File: src/rtl/ic_mux_scan.sv
// ic_mux_scan: registered N-channel mux with active-low enable, manual select and auto-scan.
// Define IC_MUX_SCAN_PARITY_EN to add the registered even-parity output P.
module ic_mux_scan #(
    parameter int WIDTH    = 4,
    parameter int CHANNELS = 4,
    parameter int SEL_W    = $clog2(CHANNELS)
) (
    input  logic                      CLK,
    input  logic                      RST,
    input  logic                      E,
    input  logic                      MODE,
    input  logic [SEL_W-1:0]          S,
    input  logic                      LD,
    input  logic [CHANNELS*WIDTH-1:0] D,
    output logic [WIDTH-1:0]          Y,
    output logic [SEL_W-1:0]          CH,
    output logic                      WRAP,
    output logic                      ERR
`ifdef IC_MUX_SCAN_PARITY_EN
    ,
    output logic                      P
`endif
);
    // One extra bit keeps the last-channel compare free of aliasing for power-of-two counts
    localparam logic [SEL_W:0] LAST = (SEL_W+1)'(CHANNELS - 1);
    logic [SEL_W-1:0] cnt;
    logic [SEL_W-1:0] sel;
    logic [SEL_W:0]   selx;
    logic [WIDTH-1:0] y_nxt;
    assign sel  = (MODE && !LD) ? cnt : S;
    assign selx = {1'b0, sel};
    always_comb begin
        y_nxt = '0;
        for (int k = 0; k < CHANNELS; k++)
            if (selx == (SEL_W+1)'(k)) y_nxt = D[k*WIDTH +: WIDTH];
    end
    always_ff @(posedge CLK or posedge RST) begin
        if (RST) begin
            Y    <= '0;
            CH   <= '0;
            WRAP <= 1'b0;
            ERR  <= 1'b0;
            cnt  <= '0;
`ifdef IC_MUX_SCAN_PARITY_EN
            P    <= 1'b0;
`endif
        end else if (E) begin
            Y    <= '0;
            WRAP <= 1'b0;
            ERR  <= 1'b0;
`ifdef IC_MUX_SCAN_PARITY_EN
            P    <= 1'b0;
`endif
        end else begin
            Y    <= y_nxt;
            CH   <= sel;
            ERR  <= selx > LAST;
            WRAP <= MODE && (selx == LAST);
            if (MODE) cnt <= (selx >= LAST) ? '0 : sel + 1'b1;
`ifdef IC_MUX_SCAN_PARITY_EN
            P    <= ^y_nxt;
`endif
        end
    end
endmodule

File: config.mk
export PLATFORM = sky130hd
export DESIGN_NAME = ic_mux_scan
export DESIGN_NICKNAME = d
export VERILOG_FILES = /design/src/rtl/ic_mux_scan.sv
export SDC_FILE = /design/constraint.sdc
export NUM_CORES = 1
export LEC_CHECK = 0
export BUFFER_PORTS_ARGS = -buffer_cell sky130_fd_sc_hd__buf_2
export CORE_AREA = 2 2 39 41
export CTS_CLUSTER_SIZE = 12
export DETAILED_ROUTE_END_ITERATION = 8
export DIE_AREA = 0 0 41 43
export PLACE_DENSITY = 0.7
export RECOVER_POWER = 100
export SLEW_MARGIN = 5
export SYNTH_ARGS = -nofsm -noshare
export SYNTH_HDL_FRONTEND = slang
export SYNTH_SLANG_ARGS = --single-unit
File: constraint.sdc
create_clock -name CLK -period 1.8 [get_ports CLK]
set_clock_uncertainty 0.1 [all_clocks]
set_input_delay 0.18 -clock CLK [delete_from_list [all_inputs] [get_ports CLK]]
set_output_delay 0.18 -clock CLK [all_outputs]
set_load 0.05 [all_outputs]
==> run summary, run 1 <==
outcome = finished clean
top-count cell post-synth = dfrtp_1
total grt overflow = 0
synth cell count leaders = 9 x dfrtp_1, 6 x o21ai_0, 5 x inv_1
number of synthesized flops with an enable pin = 0
GPL Wtd Cong = 0.708
drt total wl = 1210 µm
MaxCap Viol Count = 0
Post-synth ARST share = 1.00
Worst path depth = 6
final setup vio count = 0
Yosys top cell area share = 0.436
depth of the most critical reg-to-reg path = 6
htree depth = 1
cell taking the most area after synthesis = dfrtp_1
Crit. End Element = flip-flop
Yosys reg bits = 9
worst min path class = input pin to flip-flop
largest family of logic cells by synthesized area = compound AO/OA/AOI/OAI gates
Worst EP required = 1.84 ns
via count of the first global-routing pass = 420
clk root buf = clkbuf_4
# port buffers = 29
die height = 43 µm
fmax = 0.580 GHz
WP buf/inv = 1
drt pass-1 iters = 4
postcts setup bufs = 0
Worst Setup Path Type = flip-flop to flip-flop
Initial Util = 0.373
max-slew violation count = 0
pin count of the biggest net entering global routing = 10
Avg WL per Cell = 12.5 µm
syn nets = 75
Synth Warn # = 0
die area = 1760 µm²
CP max FO = 6
leakage = 0.000358 µW
vias per cell = 4.95
design area = 706 µm²
final worst-path cycle share = 0.958
largest cells by area after synthesis = dfrtp_1 44%, ha_1 9.7%, a221oi_1 6.8%
clock slew at the register clock pins of the worst setup and hold paths = 0.07 ns
post-DP HPWL = 933 µm
mux cell area share after synthesis = 0.102
Syn Inst Count = 48
Worst EP arrival = 1.76 ns
most frequently used flop master after synthesis = dfrtp_1
share of cells above drive strength 1 = 0.395
Rel. slew slack = 0.604
Tmin final = 1.72 ns
sequential area share after synthesis = 0.436
Sinks on Clock Net = 9
pwr/cell area = 877 nW/µm²
RSZ-0062 raised after global routing = no
Adder-Cell Fraction of Synth Area = 0.0969
Simple-Gate Fraction of Synth Area = 0.116
Unique masters post-synth = 17
CTS Buf Count = 3
Post-DP Area = 674 µm²
area delta synth->final = 36.6%
Synth Area in Compound Gates = 0.191
crit start category = flip-flop
First DRT Iteration DRCs = 9
Core Box Area = 1380 µm²
Skew-Pair Late Insertion Delay = 0.27 ns
ANT nets after route = 0
crit path cell chain = mux2_4 > inv_1 > ha_2 > nor2b_1 > a221oi_1 > o2bb2ai_1
cell family with most CP delay = compound AO/OA/AOI/OAI gates
Largest stage delay, worst path = 0.38 ns
via count = 480
first-pass GRT wire length = 1840 µm
final routed DRC violation total = 0
gr usage total = 0.161
antenna cells = 0
VDD IR max = 0.448 mV
Final Power = 619 µW
Final Hold Vio Count = 0
number of cell rows = 14
xor/xnor share of the synthesized area = 0
# nets final = 109
# IOs = 31
synthesized cell area = 517 µm²
syn_area_per_cell = 10.8 µm²
initial antenna violation count = 0
CTS Buffer Depth = 2
Hold Path Depth = 2
die width = 41 µm
worst-margin pin slew = 0.597 ns
CTS tree = built
CP max stage cell = dfrtp_1
==> logic make-up (layout without fill, tap and decap cells) <==
logic type / Yosys count / count (layout)
compound gates: 14 / 14
fa+ha+maj: 4 / 4
buf+inv: 6 / 39
flops: 9 / 9
mux: 4 / 4
other cells: 1 / 1
simple gates: 10 / 10
==> layout make-up <==
type	instances	area (µm²)
flip-flops and latches	9	225
repair buffers	30	146
clock inverters	1	5.00
well taps	16	20.0
inverters	5	18.8
clock buffers	3	22.5
fillers	144	678
multi-input cells	33	268
==> power breakdown <==
group	internal, µW	switching (µW)	total [µW]
Sequential	230	11.0	241
Combinational	71.6	145	216
Clock	82.1	79.4	162
==> registers in the layout, indices dropped and copies added, names as in the netlist <==
register,flops
CH,2
Y,4
cnt,2
WRAP,1
==> placed cells by master, fill, tap and decap left out <==
master         synthesis  final
a221oi_1               4      4
buf_2                  0     22
clkbuf_1               0      7
clkbuf_4               0      3
clkinv_2               0      1
conb_1                 1      1
dfrtp_1                9      9
dlygate4sd3_1          0      1
ha_1                   4      3
ha_2                   0      1
inv_1                  5      5
mux2_2                 2      2
mux2_4                 2      2
nand2_1                2      2
nand2b_4               1      1
nand3b_1               1      1
nor2_1                 3      3
nor2b_1                2      2
o21ai_0                6      6
o2bb2ai_1              3      3
o31ai_1                1      1
or2b_1                 1      1
==> worst register-to-register path, cell delays in order (launching register included) <==
cell       delay (ns)
dfrtp_1          0.38
mux2_4           0.30
inv_1            0.08
ha_2             0.23
nor2b_1          0.09
a221oi_1         0.29
o2bb2ai_1        0.12
==> final timing paths <==
| check | startpoint | endpoint | slack [ns] |
|---|---|---|---|
| worst max-delay path | cnt[1] | Y[3] | 0.08 |
| worst min-delay path | D[12] | Y[0] | 0.03 |
| worst max register to register | cnt[1] | Y[3] | 0.08 |
| worst min register to register | cnt[1] | cnt[1] | 0.39 |
| max in group asynchronous | RST | Y[2] | 1.02 |
| min in group asynchronous | RST | Y[1] | 0.31 |
==> per-layer routing <==
| metal | global-route usage | wire [µm] |
|---|---|---|
| met3 | 0.0471 | 88 |
| met2 | 0.228 | 613 |
| met5 | 0 | 0 |
| met1 | 0.213 | 508 |
| met4 | 0.0800 | 0 |
==> what timing repair did <==
item / 4_1_cts / 5_1_grt
endpoints found under the hold margin: 9 / 0
hold buffers: 1 / 0
setup endpoints to repair: 0 / 3
gates resized for setup: 0 / 1
==> metrics by stage <==
stage          instances  setup TNS, ns   util  hold slack, ns  setup slack (ns)
2_1_floorplan         48              0      -         -0.0921             0.222
3_3_place_gp          92              0  0.487          0.0586            0.0105
3_5_place_dp          92        -0.0443  0.487          0.0631           -0.0443
4_1_cts               97              0  0.514          0.0301          0.000853
5_1_grt               97              0  0.510          0.0273          0.000637
6_report              97              0  0.510          0.0311            0.0760
Note: power is estimated with default switching activity, not from simulation.
==> run 2: changes to the inputs <==
--- a/config.mk
+++ b/config.mk
@@ -5,12 +5,13 @@
 export SDC_FILE = /design/constraint.sdc
 export NUM_CORES = 1
 export LEC_CHECK = 0
+export ABC_AREA = 1
 export BUFFER_PORTS_ARGS = -buffer_cell sky130_fd_sc_hd__buf_2
-export CORE_AREA = 2 2 39 41
+export CORE_AREA = 2 2 41 43
 export CTS_CLUSTER_SIZE = 12
 export DETAILED_ROUTE_END_ITERATION = 8
-export DIE_AREA = 0 0 41 43
-export PLACE_DENSITY = 0.7
+export DIE_AREA = 0 0 43 45
+export PLACE_DENSITY = 0.66
 export RECOVER_POWER = 100
 export SLEW_MARGIN = 5
 export SYNTH_ARGS = -nofsm -noshare
==> run summary, run 2 <==
commonest non-fill, non-tap cell in the layout = nand2_1
WP buf/inv = 3
final routed DRC violation total = 0
Syn Inst Count = 75
Flop pwr share = 0.399
most frequent cells in the layout = 24 x nand2_1, 22 x buf_2, 13 x inv_1
htree depth = 1
switching part of the total = 0.371
CTS Buffer Depth = 2
multi-input logic area = 263 µm²
Crit. End Element = flip-flop
share of cells above drive strength 1 = 0.250
Worst EP required = 1.84 ns
# IOs = 31
Yosys top cell area share = 0.409
die width = 43 µm
via count = 575
CTS Buf Count = 3
Core Box Area = 1470 µm²
antenna cells = 0
RSZ-0062 raised after global routing = no
leakage = 0.000422 µW
worst-margin pin slew = 0.598 ns
final worst slack = 0.324 ns
sequential area share after synthesis = 0.409
drt total wl = 1250 µm
clock slew at the register clock pins of the worst setup and hold paths = 0.06 ns
Sinks on Clock Net = 9
fmax = 0.678 GHz
top-count cell post-synth = nand2_1
most frequently used flop master after synthesis = dfrtp_1
gr usage total = 0.153
CTS tree = built
first-pass GRT wire length = 2170 µm
r2r endpoint = Y[1]
worst min path class = input pin to flip-flop
postcts setup bufs = 0
number of synthesized flops with an enable pin = 0
Logic pwr share = 0.340
total grt overflow = 0
CP max stage cell = dfrtp_1
depth of the most critical reg-to-reg path = 8
Worst path depth = 8
MaxCap Viol Count = 0
pwr/cell area = 808 nW/µm²
cell family with most CP delay = flip-flops
clk root buf = clkbuf_4
max-slew violation count = 0
GPL Wtd Cong = 0.729
Pint = 371 µW
clock share of power = 0.261
pin count of the biggest net entering global routing = 10
FF/Latch Area = 225 µm²
initial antenna violation count = 0
Largest stage delay, worst path = 0.34 ns
Synth Warn # = 0
cell taking the most area after synthesis = dfrtp_1
vias per cell = 4.64
# nets final = 136
post-DP HPWL = 1040 µm
syn_area_per_cell = 7.34 µm²
die area = 1940 µm²
crit path cell chain = inv_1 > o21ai_2 > inv_1 > ha_1 > inv_1 > nand2_1 > nand3_1 > a21oi_1
Worst setup endpoint = Y[1]
First DRT Iteration DRCs = 13
Worst Setup Path Type = flip-flop to flip-flop
biggest regs = Y (4), CH (2), cnt (2)
Initial Util = 0.374
number of cell rows = 14
Most flops, register = Y
crit start category = flip-flop
ANT nets after route = 0
synth cell count leaders = 23 x nand2_1, 13 x inv_1, 9 x dfrtp_1
area delta synth->final = 32.5%
Avg WL per Cell = 10.1 µm
fillers = 169
via count of the first global-routing pass = 549
CP max FO = 5
Crit path top cell by count = inv_1
worst r2r src = cnt[1]
VDD IR max = 0.511 mV
Unique masters post-synth = 12
Post-synth ARST share = 1.00
die height = 45 µm
Final TNS setup = 0 ns
# port buffers = 29
Worst EP arrival = 1.52 ns
syn nets = 102
synthesized cell area = 551 µm²
max FFs per register = 4
Rel. slew slack = 0.603
outcome = finished clean
R2R setup slack = 0.32 ns
DP Worst Slack = 0.303 ns
Skew-Pair Late Insertion Delay = 0.26 ns
Tmin final = 1.48 ns
switching pwr = 218 µW
largest cells by area after synthesis = dfrtp_1 41%, nand2_1 16%, ha_1 9.1%
final worst-path cycle share = 0.820
Yosys reg bits = 9
Final Hold Vio Count = 0
final setup vio count = 0
tightest hold margin = 0.0498 ns
drt pass-1 iters = 5
Setup crit start = cnt[1]
run 2: logic make-up after synthesis:
group           count (synthesis)  share of synthesized area
buf+inv                        14                      0.102
simple gates                   32                      0.241
compound gates                 15                      0.150
other cells                     1                    0.00681
flops                           9                      0.409
fa+ha+maj                       4                     0.0909
run 2: tightest hold or removal path, delay by kind of cell:
kind | cells | cell delay, ns
and+or+nand+nor | 2 | 0.10
buffers and inverters | 1 | 0.10
run 2: stage by stage:
| step | area (µm²) | std cells | utilization | total power [µW] |
|---|---|---|---|---|
| 6_report | 729 | 124 | 0.496 | 589 |
| 5_1_grt | 729 | 124 | 0.496 | 633 |
| 4_1_cts | 744 | 124 | 0.506 | 605 |
| 3_5_place_dp | 708 | 119 | 0.481 | 446 |
| 3_3_place_gp | 708 | 119 | 0.481 | 442 |
| 2_1_floorplan | 551 | 75 | - | 388 |
run 2: worst min path at each step:
| stage | cells past startpoint | to | from | slack [ns] |
|---|---|---|---|---|
| finish | 3 | CH[0] | E | 0.05 |
| global route | 3 | CH[0] | E | 0.08 |
| CTS | 3 | CH[0] | E | 0.04 |
| detailed placement | 2 | WRAP | RST | 0.06 |
| global placement | 2 | WRAP | RST | 0.05 |
| floorplan | 1 | CH[0] | RST | -0.09 |
run 2: final cells by class:
| class | instances | share of cell area |
|---|---|---|
| multi-input cells | 52 | 0.360 |
| flip-flops and latches | 9 | 0.309 |
| repair buffers | 30 | 0.201 |
| inverters | 13 | 0.0669 |
| clock buffers | 4 | 0.0360 |
| well taps | 16 | 0.0274 |
run 2: layer usage:
| layer | track usage | wire (µm) | part of all wire | up-vias |
|---|---|---|---|---|
| li1 | - | - | - | 296 |
| met1 | 0.167 | 507 | 0.40 | 252 |
| met2 | 0.270 | 606 | 0.48 | 25 |
| met3 | 0.0640 | 129 | 0.10 | 2 |
| met4 | 0.0545 | 10 | 0.0080 | 0 |
| met5 | 0 | 0 | 0 | - |
run 2: power groups by stage:
| stage | Combinational [µW] | Sequential [µW] | Clock [µW] |
|---|---|---|---|
| 2_1_floorplan | 89.4 | 298 | 0 |
| 3_3_place_gp | 204 | 238 | 0 |
| 3_5_place_dp | 207 | 238 | 0 |
| 4_1_cts | 210 | 235 | 160 |
| 5_1_grt | 225 | 237 | 171 |
| 6_report | 201 | 235 | 153 |
run 2: what timing repair did:
item,CTS,global route
endpoints found under the hold margin,9,0
hold buffers,1,0
gates resized for setup,0,0
==> run 3: changes to the inputs <==
--- a/config.mk
+++ b/config.mk
@@ -7,10 +7,10 @@
 export LEC_CHECK = 0
 export ABC_AREA = 1
 export BUFFER_PORTS_ARGS = -buffer_cell sky130_fd_sc_hd__buf_2
-export CORE_AREA = 2 2 41 43
+export CORE_AREA = 2 2 42 44
 export CTS_CLUSTER_SIZE = 12
 export DETAILED_ROUTE_END_ITERATION = 8
-export DIE_AREA = 0 0 43 45
+export DIE_AREA = 0 0 44 46
 export PLACE_DENSITY = 0.66
 export RECOVER_POWER = 100
 export SLEW_MARGIN = 5
==> constraint.sdc (replaced) <==
create_clock -name CLK -period 1.2 [get_ports CLK]
set_clock_uncertainty 0.1 [all_clocks]
set_input_delay 0.12 -clock CLK [delete_from_list [all_inputs] [get_ports CLK]]
set_output_delay 0.12 -clock CLK [all_outputs]
set_load 0.05 [all_outputs]
==> run summary, run 3 (synthesized netlist as in run 2, its figures left out) <==
outcome = finished with violations
failing checks = negative setup slack
Skew-Pair Late Insertion Delay = 0.27 ns
GPL Wtd Cong = 0.813
biggest regs = Y (4), CH (2), cnt (2)
MaxCap Viol Count = 0
# port buffers = 29
switching pwr = 422 µW
Largest stage delay, worst path = 0.36 ns
CTS Buffer Depth = 2
clock slew at the register clock pins of the worst setup and hold paths = 0.07 ns
Worst Setup Path Type = flip-flop to flip-flop
via count = 620
initial antenna violation count = 0
final worst-path cycle share = 1.12
# IOs = 31
clk root buf = clkbuf_4
pwr/cell area = 1120 nW/µm²
leakage = 0.000496 µW
Logic pwr share = 0.422
cell family with most CP delay = flip-flops
worst min path class = input pin to flip-flop
Final Power = 1050 µW
tightest hold margin = 0.0146 ns
VDD IR max = 0.441 mV
via count of the first global-routing pass = 610
r2r endpoint = Y[2]
Worst setup endpoint = Y[2]
DP Cell Count = 122
RSZ-0062 raised after global routing = yes
Avg WL per Cell = 12.2 µm
worst r2r src = cnt[1]
antenna cells = 0
CTS tree = built
depth of the most critical reg-to-reg path = 7
drt pass-1 iters = 4
Sinks on Clock Net = 9
die area = 2020 µm²
Worst path depth = 7
WP buf/inv = 3
Setup crit start = cnt[1]
Initial Util = 0.341
Worst EP arrival = 1.40 ns
gr usage total = 0.184
clock share of power = 0.240
CP max FO = 6
Most flops, register = Y
Tmin final = 1.35 ns
CTS Buf Count = 3
fillers = 144
final worst slack = -0.145 ns
ANT nets after route = 0
post-DP HPWL = 1090 µm
vias per cell = 4.70
CP max stage cell = dfrtp_1
Worst EP required = 1.26 ns
max FFs per register = 4
share of cells above drive strength 1 = 0.600
final setup vio count = 7
number of cell rows = 15
Core Box Area = 1610 µm²
area delta synth->final = 71.1%
pin count of the biggest net entering global routing = 10
switching part of the total = 0.400
die width = 44 µm
commonest non-fill, non-tap cell in the layout = buf_2
Flop pwr share = 0.337
first-pass GRT wire length = 2530 µm
fmax = 0.743 GHz
max-slew violation count = 0
Final Hold Vio Count = 0
Final TNS setup = -0.646 ns
final routed DRC violation total = 0
Pint = 632 µW
# nets final = 143
most frequent cells in the layout = 22 x buf_2, 18 x nand2_1, 9 x dfrtp_1
Crit. End Element = flip-flop
First DRT Iteration DRCs = 11
crit start category = flip-flop
htree depth = 1
die height = 46 µm
crit path cell chain = inv_2 > o21ai_4 > buf_6 > ha_4 > inv_4 > o21ai_1 > a21oi_2
R2R setup slack = -0.15 ns
total grt overflow = 0
Non-Filler Instances = 132
drt total wl = 1620 µm
## run 3: layer usage
| metal | up-vias | global-route usage | share of wire |
|---|---|---|---|
| li1 | 313 | - | - |
| met4 | 0 | 0.109 | 0.026 |
| met5 | - | 0 | 0 |
| met2 | 24 | 0.338 | 0.54 |
| met1 | 278 | 0.186 | 0.38 |
| met3 | 5 | 0.0476 | 0.048 |
## run 3: area by class of cell
class	instances	area, µm²	area share
flip-flops and latches	9	225	0.239
inverters	13	58.8	0.0624
well taps	17	21.3	0.0226
clock buffers	4	26.3	0.0279
repair buffers	37	214	0.227
multi-input cells	52	397	0.421
## run 3: timing repair
item	CTS	global route
resized for setup	20	9
pin swaps	5	6
hold buffers	2	0
setup endpoints to repair	7	7
hold endpoints to repair	11	0
setup buffers	3	1
## run 3: worst min-delay path by stage
stage	from	endpoint	slack, ns	depth (start not counted)
detailed placement	RST	Y[2]	0.01	2
global route	D[13]	Y[1]	0.02	3
global placement	RST	WRAP	0.001	2
floorplan	RST	CH[0]	-0.15	1
CTS	D[15]	Y[3]	0.02	3
finish	D[12]	Y[0]	0.01	3
## run 3: worst register-to-register path, cell delays in order, from the launching register on
cell,delay [ns]
dfrtp_1,0.36
inv_2,0.05
o21ai_4,0.17
buf_6,0.14
ha_4,0.17
inv_4,0.06
o21ai_1,0.15
a21oi_2,0.04
## run 3: power groups by stage
stage | clock network (µW) | logic (µW) | registers (µW)
2_1_floorplan | 0 | 149 | 448
3_3_place_gp | 0 | 331 | 358
3_5_place_dp | 0 | 335 | 359
4_1_cts | 246 | 411 | 355
5_1_grt | 273 | 481 | 360
6_report | 254 | 445 | 356
## run 3: stage by stage
| stage | cell area (µm²) | setup WS [ns] | util |
|---|---|---|---|
| floorplan | 571 | -0.0340 | - |
| global placement | 744 | -0.172 | 0.461 |
| detailed placement | 744 | -0.194 | 0.461 |
| CTS | 901 | -0.130 | 0.558 |
| global route | 942 | -0.183 | 0.584 |
| finish | 942 | -0.145 | 0.584 |
